File: src/rtl/slot_burst_initiator_if.sv
// Command, write/read stream and MMIO slot signals of the burst initiator.
// master = initiator side, slave = harness/responder side.
interface slot_burst_initiator_if #(
    parameter int ADDR_W = 5,
    parameter int DATA_W = 32
);
    logic              cmd_start;
    logic              cmd_write;
    logic [ADDR_W-1:0] cmd_base;
    logic [ADDR_W:0]   cmd_len;
    logic              busy;
    logic              done;
    logic [DATA_W-1:0] wdat;
    logic              wdat_valid;
    logic              wdat_ready;
    logic [DATA_W-1:0] rdat;
    logic              rdat_valid;
    logic              cs;
    logic              read;
    logic              write;
    logic [ADDR_W-1:0] addr;
    logic [DATA_W-1:0] wr_data;
    logic [DATA_W-1:0] rd_data;

    modport master (
        input  cmd_start, cmd_write, cmd_base, cmd_len, wdat, wdat_valid, rd_data,
        output busy, done, wdat_ready, rdat, rdat_valid, cs, read, write, addr, wr_data
    );

    modport slave (
        output cmd_start, cmd_write, cmd_base, cmd_len, wdat, wdat_valid, rd_data,
        input  busy, done, wdat_ready, rdat, rdat_valid, cs, read, write, addr, wr_data
    );
endinterface

File: src/rtl/slot_burst_initiator.sv
// Turns one (base, len, dir) command into a burst of slot writes fed by a valid/ready stream,
// or pipelined slot reads returned as rdat pulses (RD_LATENCY+1 cycles after each read strobe).
module slot_burst_initiator #(
    parameter int ADDR_W     = 5,
    parameter int DATA_W     = 32,
    parameter int RD_LATENCY = 2
) (
    input  logic                  clk,
    input  logic                  reset,
    slot_burst_initiator_if.master bus
);
    typedef enum logic [2:0] {IDLE, WR_BURST, RD_ISSUE, RD_DRAIN, DONE} state_t;

    state_t                state_q;
    logic [ADDR_W-1:0]     ptr_q;
    logic [ADDR_W:0]       rem_q;
    logic [RD_LATENCY-1:0] rd_pipe_q;
    logic                  cs_q;
    logic                  read_q;
    logic                  write_q;
    logic                  busy_q;
    logic                  done_q;
    logic                  rdat_valid_q;
    logic [ADDR_W-1:0]     addr_q;
    logic [DATA_W-1:0]     wr_data_q;
    logic [DATA_W-1:0]     rdat_q;

    logic wr_rdy;
    logic wr_xfer;
    logic last_word;

    assign wr_rdy    = (state_q == WR_BURST) && (rem_q != '0);
    assign wr_xfer   = wr_rdy && bus.wdat_valid;
    assign last_word = (rem_q == (ADDR_W+1)'(1));

    always_ff @(posedge clk) begin
        if (reset) begin
            state_q      <= IDLE;
            ptr_q        <= '0;
            rem_q        <= '0;
            rd_pipe_q    <= '0;
            cs_q         <= 1'b0;
            read_q       <= 1'b0;
            write_q      <= 1'b0;
            busy_q       <= 1'b0;
            done_q       <= 1'b0;
            rdat_valid_q <= 1'b0;
            addr_q       <= '0;
            wr_data_q    <= '0;
            rdat_q       <= '0;
        end else begin
            cs_q    <= 1'b0;
            read_q  <= 1'b0;
            write_q <= 1'b0;
            done_q  <= 1'b0;

            // bit k set: a read that was on the slot k+1 cycles ago; the top bit's data is on rd_data now
            rd_pipe_q    <= (rd_pipe_q << 1) | RD_LATENCY'(read_q);
            rdat_valid_q <= rd_pipe_q[RD_LATENCY-1];
            if (rd_pipe_q[RD_LATENCY-1]) begin
                rdat_q <= bus.rd_data;
            end

            case (state_q)
                IDLE: begin
                    // done_q high means this is the done cycle, where a new command is refused
                    if (bus.cmd_start && !done_q) begin
                        ptr_q  <= bus.cmd_base;
                        rem_q  <= bus.cmd_len;
                        busy_q <= 1'b1;
                        if (bus.cmd_len == '0) begin
                            state_q <= DONE;
                        end else if (bus.cmd_write) begin
                            state_q <= WR_BURST;
                        end else begin
                            state_q <= RD_ISSUE;
                        end
                    end else begin
                        busy_q <= 1'b0;
                    end
                end
                WR_BURST: begin
                    if (wr_xfer) begin
                        cs_q      <= 1'b1;
                        write_q   <= 1'b1;
                        addr_q    <= ptr_q;
                        wr_data_q <= bus.wdat;
                        ptr_q     <= ptr_q + 1'b1;
                        rem_q     <= rem_q - 1'b1;
                        if (last_word) begin
                            state_q <= DONE;
                        end
                    end
                end
                RD_ISSUE: begin
                    cs_q   <= 1'b1;
                    read_q <= 1'b1;
                    addr_q <= ptr_q;
                    ptr_q  <= ptr_q + 1'b1;
                    rem_q  <= rem_q - 1'b1;
                    if (last_word) begin
                        state_q <= RD_DRAIN;
                    end
                end
                RD_DRAIN: begin
                    if (!read_q && (rd_pipe_q == '0)) begin
                        state_q <= DONE;
                    end
                end
                DONE: begin
                    done_q  <= 1'b1;
                    state_q <= IDLE;
                end
                default: state_q <= IDLE;
            endcase
        end
    end

    assign bus.busy       = busy_q;
    assign bus.done       = done_q;
    assign bus.wdat_ready = wr_rdy;
    assign bus.rdat       = rdat_q;
    assign bus.rdat_valid = rdat_valid_q;
    assign bus.cs         = cs_q;
    assign bus.read       = read_q;
    assign bus.write      = write_q;
    assign bus.addr       = addr_q;
    assign bus.wr_data    = wr_data_q;
endmodule

File: src/flat_wrapper.sv
// flat-port wrapper written by rule: the top's interface ports become plain ports
module slot_burst_initiator_flat 
#(
    parameter int ADDR_W     = 5,
    parameter int DATA_W     = 32,
    parameter int RD_LATENCY = 2
)
  (clk, reset, bus_cmd_start, bus_cmd_write, bus_cmd_base, bus_cmd_len, bus_wdat, bus_wdat_valid, bus_rd_data, bus_busy, bus_done, bus_wdat_ready, bus_rdat, bus_rdat_valid, bus_cs, bus_read, bus_write, bus_addr, bus_wr_data);
  slot_burst_initiator_if #(.ADDR_W(ADDR_W), .DATA_W(DATA_W)) bus_i ();
  input  logic clk;
  input  logic reset;
  input wire logic [$bits(bus_i.cmd_start)-1:0] bus_cmd_start;
  input wire logic [$bits(bus_i.cmd_write)-1:0] bus_cmd_write;
  input wire logic [$bits(bus_i.cmd_base)-1:0] bus_cmd_base;
  input wire logic [$bits(bus_i.cmd_len)-1:0] bus_cmd_len;
  input wire logic [$bits(bus_i.wdat)-1:0] bus_wdat;
  input wire logic [$bits(bus_i.wdat_valid)-1:0] bus_wdat_valid;
  input wire logic [$bits(bus_i.rd_data)-1:0] bus_rd_data;
  output wire logic [$bits(bus_i.busy)-1:0] bus_busy;
  output wire logic [$bits(bus_i.done)-1:0] bus_done;
  output wire logic [$bits(bus_i.wdat_ready)-1:0] bus_wdat_ready;
  output wire logic [$bits(bus_i.rdat)-1:0] bus_rdat;
  output wire logic [$bits(bus_i.rdat_valid)-1:0] bus_rdat_valid;
  output wire logic [$bits(bus_i.cs)-1:0] bus_cs;
  output wire logic [$bits(bus_i.read)-1:0] bus_read;
  output wire logic [$bits(bus_i.write)-1:0] bus_write;
  output wire logic [$bits(bus_i.addr)-1:0] bus_addr;
  output wire logic [$bits(bus_i.wr_data)-1:0] bus_wr_data;
  assign bus_i.cmd_start = bus_cmd_start;
  assign bus_i.cmd_write = bus_cmd_write;
  assign bus_i.cmd_base = bus_cmd_base;
  assign bus_i.cmd_len = bus_cmd_len;
  assign bus_i.wdat = bus_wdat;
  assign bus_i.wdat_valid = bus_wdat_valid;
  assign bus_i.rd_data = bus_rd_data;
  assign bus_busy = bus_i.busy;
  assign bus_done = bus_i.done;
  assign bus_wdat_ready = bus_i.wdat_ready;
  assign bus_rdat = bus_i.rdat;
  assign bus_rdat_valid = bus_i.rdat_valid;
  assign bus_cs = bus_i.cs;
  assign bus_read = bus_i.read;
  assign bus_write = bus_i.write;
  assign bus_addr = bus_i.addr;
  assign bus_wr_data = bus_i.wr_data;
  slot_burst_initiator #(.ADDR_W(ADDR_W), .DATA_W(DATA_W), .RD_LATENCY(RD_LATENCY)) u_core (.clk(clk), .reset(reset), .bus(bus_i));
endmodule
File: config.mk
export PLATFORM = sky130hd
export DESIGN_NAME = slot_burst_initiator_flat
export DESIGN_NICKNAME = d
export VERILOG_FILES = /design/src/rtl/slot_burst_initiator_if.sv /design/src/rtl/slot_burst_initiator.sv /design/src/flat_wrapper.sv
export SDC_FILE = /design/constraint.sdc
export NUM_CORES = 1
export LEC_CHECK = 0
export BUFFER_PORTS_ARGS = -buffer_cell sky130_fd_sc_hd__buf_2
export CAP_MARGIN = 20
export CORE_ASPECT_RATIO = 1.5
export CORE_MARGIN = 1.5
export CORE_UTILIZATION = 34
export CTS_BUF_LIST = sky130_fd_sc_hd__clkbuf_4 sky130_fd_sc_hd__clkbuf_8 sky130_fd_sc_hd__clkbuf_16
export CTS_CLUSTER_SIZE = 30
export DETAILED_ROUTE_END_ITERATION = 10
export HOLD_SLACK_MARGIN = 0.06
export MAX_ROUTING_LAYER = met4
export SYNTH_ARGS = -nofsm -noshare
export SYNTH_HDL_FRONTEND = slang
export SYNTH_SLANG_ARGS = --single-unit
File: constraint.sdc
create_clock -name clk -period 2.5 [get_ports clk]
set_input_delay 0.5 -clock clk [delete_from_list [all_inputs] [get_ports clk]]
set_output_delay 0.5 -clock clk [all_outputs]
set_load 0.02 [all_outputs]
==> results of run 1 <==
## synthesized netlist by cell type (all sizes together) (2+ instances only)
master | n | area share
o31a | 2 | 0.0047
buf | 12 | 0.023
nor3 | 6 | 0.0081
or3b | 2 | 0.0047
nand2b | 9 | 0.015
nand2 | 69 | 0.071
ha | 3 | 0.010
nor4b | 3 | 0.0071
a221oi | 3 | 0.010
dfxtp | 91 | 0.49
or2 | 2 | 0.0034
a21oi | 50 | 0.067
nor2b | 4 | 0.0067
nor3b | 2 | 0.0054
a22oi | 4 | 0.0081
o311ai | 2 | 0.0094
a2bb2oi | 3 | 0.0071
inv | 5 | 0.0051
clkbuf | 19 | 0.019
mux2i | 33 | 0.089
o22ai | 2 | 0.0034
o32ai | 8 | 0.019
nand3 | 10 | 0.013
or4 | 2 | 0.0040
nor2 | 43 | 0.044
nor4 | 7 | 0.012
o21ai | 9 | 0.012
## critical path: stages, from the launching register on
cell	delay (ns)
dfxtp_1	0.33
inv_1	0.11
ha_1	0.19
or3b_1	0.49
nor3_1	0.18
nor2_1	0.08
buf_2	0.16
## power by group
group	internal [mW]	leakage, nW	switching, mW	total [mW]
Sequential	1.60	0.738	0.152	1.75
Combinational	0.466	1.20	0.717	1.18
Clock	0.698	0.137	0.623	1.32
Total	2.76	2.08	1.49	4.25
## sequential cells by signal, summed over array words and instances (netlist names)
name	count
u_core.bus.addr	5
u_core.bus.wr_data	32
u_core.ptr_q	5
u_core.bus.cs	1
u_core.state_q	3
u_core.bus.rdat_valid	1
u_core.bus.done	1
u_core.bus.write	1
u_core.bus.busy	1
u_core.bus.read	1
u_core.rem_q	6
u_core.bus.rdat	32
u_core.rd_pipe_q	2
## area by class of cell
cell class	instances	area (µm²)	area share
clock buffers	9	225	0.0461
clock inverters	7	68.8	0.0141
inverters	5	18.8	0.00384
multi-input cells	288	1710	0.350
flip-flops and latches	91	1820	0.373
well taps	144	180	0.0369
repair buffers	163	861	0.176
## path summary, 6_finish.rpt
check                          from                     end  slack [ns]  cells after the start
min                    bus_wdat[29]  u_core.bus.wr_data[29]        0.38                      3
max reg2reg         u_core.rem_q[0]         u_core.ptr_q[4]        0.30                      6
min reg2reg  u_core.bus.wr_data[26]  u_core.bus.wr_data[26]        0.45                      2
max                 u_core.rem_q[0]          bus_wdat_ready        0.12                      6
## cells by family after synthesis
family | synth area share
AOI/OAI and AO/OA | 0.160
xor gates and xnor gates | 0.00439
adders and majority gates | 0.0101
buffers and inverters | 0.0472
DFF | 0.491
muxes | 0.0891
and+or+nand+nor | 0.198
## layer usage
metal | vias to the layer above | GRT usage | wire, µm
met1 | 1606 | 0.197 | 4040
li1 | 1724 | - | -
met5 | - | - | 0
met4 | 0 | 0.0809 | 252
met2 | 111 | 0.313 | 5450
met3 | 23 | 0.0427 | 528
## metrics by stage
stage | util | cell area [µm²]
finish | 0.462 | 4890
global route | 0.462 | 4890
CTS | 0.462 | 4890
detailed placement | 0.434 | 4590
global placement | 0.434 | 4590
floorplan | - | 3710
==> results_dict.tcl, run 1 <==
set metrics [dict create \
    clockBufferDepth 2 \
    avgSynthCellArea_um2 8.94 \
    async_reset_ff_frac 0 \
    fin_nets 641 \
    netlist_instances 415 \
    clockRootBuffer "clkbuf_16" \
    clock_sinks 91 \
    syn_nets 498 \
    max_slew_margin 0.425 \
    setup_viol 0 \
    fin_crit_ns 2.38 \
    totalWireLength_um 10300 \
    vias 3464 \
    dp_hpwl_um 7480 \
    powerDensity_nw_per_um2 870 \
    cts_resized 0 \
    initial_core_util 0.350 \
    ir_drop_uv 404 \
    cts_hold_buf 0 \
    worst-path-max-fanout 6 \
    detail_route.iter0.violations 161 \
    io_pins 156 \
    clk_latency_ns 0.34 \
    die_width_um 88.3 \
    p_total_mw 4.25 \
    yosys.cell_types.count 46 \
    status "finished, final reports clean" \
    start_kind "flip-flop" \
    worstPathRequired_ns 2.00 \
    tightest_slew_ns 0.863 \
    grt_use_total 0.182 \
    drtAntennaViolNets 0 \
    wl_per_cell_um 14.5 \
    p_leak_nw 2.08 \
    std_cell_rows 46 \
    overflow 0 \
    drive_gt1_frac 0.337 \
    post_cts_buffers 0 \
    hold_viol_final 0 \
    antenna_found_initial 0 \
    place_ws_ns 0.296 \
    gp_congestion 0.832 \
    vias_per_cell 4.90 \
    slew_viol_final 0 \
    grt_pass1_wl_um 15700 \
    grt_pass1_vias 3301 \
    rsz0062_at_grt "no" \
    synthesis.yosys.warnings 0 \
    tns_ns 0 \
    grt_max_degree 49 \
    final_cell_mix "buf_2 (155), dfxtp_1 (90), nand2_1 (68)" \
    coreArea_um2 10600 \
    h-tree-depth 3 \
    critPathCaptureType "primary output" \
    synth_area_um2 3710 \
    io_buffers 155 \
    final_cells 707 \
    diodes 0 \
    clock.fmax_ghz 0.421 \
    hold_ws_ns 0.384 \
    setup_slack_ns 0.124 \
    ys_ff_latch 91 \
    finClkSkew_ns 0.00781 \
    syn2layout_area_growth_pct 31.8 \
    maxCapViolCount 0 \
    seq_area_frac_synth 0.491 \
    clkTransAtPathRegs_ns 0.07 \
    worstPathArrival_ns 1.88 \
    dr.pass1.iters 4 \
    die-area_um2 11600 \
    die_h_um 131 \
    cts_tree "built" \
    synth_edf_count 0 \
    final_common_cell "buf_2" \
    fillers 1103 \
    synth_flop_cell "dfxtp_1" \
    min_path_type "in -> reg" \
    critical_path_class "reg -> out" \
    min_period_over_period 0.951 \
    drc 0 \
    dp.cells 691 \
    cts_buffers 9 \
]
Note: power is estimated with default switching activity, not from simulation.
==> run 2, diff against run 1 <==
--- a/config.mk
+++ b/config.mk
@@ -14,7 +14,6 @@
 export CTS_CLUSTER_SIZE = 30
 export DETAILED_ROUTE_END_ITERATION = 10
 export HOLD_SLACK_MARGIN = 0.06
-export MAX_ROUTING_LAYER = met4
 export SYNTH_ARGS = -nofsm -noshare
 export SYNTH_HDL_FRONTEND = slang
 export SYNTH_SLANG_ARGS = --single-unit
==> run 2 against run 1 <==
Effect of this change: hold slack got worse by 0.0011 ns; global-route usage fell by 0.55 points; core utilization did not move; count of clock-buffer cells in the layout did not move; die area unchanged; clock skew about the same; critical endpoint unchanged; largest cell class unchanged; highest routed layer unchanged.
==> results_dict.tcl, run 2 (synthesis gave the netlist of run 1 again) <==
set metrics [dict create \
    grt_pass1_wl_um 15600 \
    path_depth 6 \
    reg2reg_slack_ns 0.30 \
    cp-endpoint "bus_wdat_ready" \
    io_buffers 155 \
    maxCapViolCount 0 \
    tightest_slew_ns 0.859 \
    drc 0 \
    clock.fmax_ghz 0.421 \
    worstPathArrival_ns 1.88 \
    finClkSkew_ns 0.00747 \
    vias 3452 \
    min_path_type "in -> reg" \
    gp_congestion 0.820 \
    overflow 0 \
    io_pins 156 \
    die_h_um 131 \
    syn2layout_area_growth_pct 31.8 \
    powerDensity_nw_per_um2 871 \
    critPathCaptureType "primary output" \
    swShare 0.352 \
    r2r_start "u_core.rem_q[0]" \
    seq_power_share 0.410 \
    final_common_cell "buf_2" \
    slew_viol_final 0 \
    pwr-share-clk 0.311 \
    critical_path_class "reg -> out" \
    hold_ws_ns 0.382 \
    die_width_um 88.3 \
    std_cell_rows 46 \
    detail_route.iter0.violations 178 \
    cts_tree "built" \
    antenna_found_initial 0 \
    hold_viol_final 0 \
    cp_top_family "simple AND/OR/NAND/NOR gates" \
    drive_gt1_frac 0.337 \
    vias_per_cell 4.88 \
    coreArea_um2 10600 \
    ir_drop_uv 407 \
    fin_nets 641 \
    grt_use_total 0.176 \
    p_int_mw 2.76 \
    drtAntennaViolNets 0 \
    wl_per_cell_um 14.5 \
    clockBufferDepth 2 \
    worst-path-max-fanout 6 \
    fin_crit_ns 2.38 \
    p_comb_frac 0.278 \
    totalWireLength_um 10300 \
    crit_slowest_cell "or3b_1" \
    tns_ns 0 \
    initial_core_util 0.350 \
    crit_start "u_core.rem_q[0]" \
    clkTransAtPathRegs_ns 0.07 \
    clk_latency_ns 0.34 \
    switchingPower_mw 1.50 \
    rsz0062_at_grt "no" \
    die-area_um2 11600 \
    clockRootBuffer "clkbuf_16" \
    grt_max_degree 49 \
    grt_pass1_vias 3299 \
    cts_resized 0 \
    fin_area_um2 4890 \
    start_kind "flip-flop" \
    path_cells "inv_1 -> ha_1 -> or3b_1 -> nor3_1 -> nor2_1 -> buf_2" \
    utilization 0.462 \
    r2r_cells 6 \
    postPlaceCellArea_um2 4590 \
    cts_buffers 9 \
    final_cell_mix "buf_2 (155), dfxtp_1 (90), nand2_1 (68)" \
    crit_path_max_incr_delay_ns 0.49 \
    worstPathRequired_ns 2.00 \
    post_cts_buffers 0 \
    dp_hpwl_um 7480 \
    status "finished, final reports clean" \
    dp.cells 691 \
    worstPathBufferInverterCount 2 \
    cts_hold_buf 0 \
    clock_sinks 91 \
    r2r-end "u_core.ptr_q[4]" \
    dr.pass1.iters 4 \
    final_cells 707 \
    p_leak_nw 2.08 \
    min_period_over_period 0.951 \
    h-tree-depth 3 \
    setup_viol 0 \
    diodes 0 \
    max_slew_margin 0.427 \
]
==> run 2: cell counts in the layout (fill, tap and decap cells not counted) <==
No cell type changed its count.
==> run 2: final cells by class <==
type,count,area [µm²]
repair buffers,163,861
flip-flops and latches,91,1820
fillers,1103,5700
inverters,5,18.8
well taps,144,180
multi-input cells,288,1710
clock buffers,9,225
clock inverters,7,68.8
==> run 2: stage by stage <==
stage | power, mW | setup slack [ns]
finish | 4.26 | 0.123
global route | 4.48 | 0.00638
CTS | 4.29 | 0.111
detailed placement | 2.95 | 0.296
global placement | 2.94 | 0.358
floorplan | 2.60 | 0.570
==> run 2: worst reg2reg max path, stage by stage, from the launching register on <==
cell and delay, ns:
dfxtp_1 0.33, inv_1 0.11, ha_1 0.19, or3b_1 0.49, o311a_4 0.48, nor2_2 0.32
o32ai_1 0.15
==> run 2: worst min path at each step <==
stage                                start                endpoint  cells after the start
floorplan              u_core.rd_pipe_q[0]     u_core.rd_pipe_q[1]                      1
global placement    u_core.bus.wr_data[30]  u_core.bus.wr_data[30]                      2
detailed placement  u_core.bus.wr_data[26]  u_core.bus.wr_data[26]                      2
CTS                           bus_wdat[29]  u_core.bus.wr_data[29]                      3
global route                  bus_wdat[26]  u_core.bus.wr_data[26]                      3
finish                        bus_wdat[29]  u_core.bus.wr_data[29]                      3
==> run 2: power by group through the flow <==
stage / Combinational (mW) / Sequential [mW] / Clock (mW)
2_1_floorplan: 0.794 / 1.81 / 0
3_5_place_dp: 1.18 / 1.78 / 0
4_1_cts: 1.19 / 1.75 / 1.36
6_report: 1.19 / 1.75 / 1.33
3_3_place_gp: 1.17 / 1.77 / 0
5_1_grt: 1.30 / 1.77 / 1.42
==> run 2: layer usage <==
metal | up-vias | global-route usage | part of all wire
met5 | - | 0 | 0
met4 | 0 | 0.0864 | 0.026
met3 | 19 | 0.0421 | 0.056
met2 | 108 | 0.312 | 0.52
met1 | 1596 | 0.195 | 0.39
li1 | 1729 | - | -
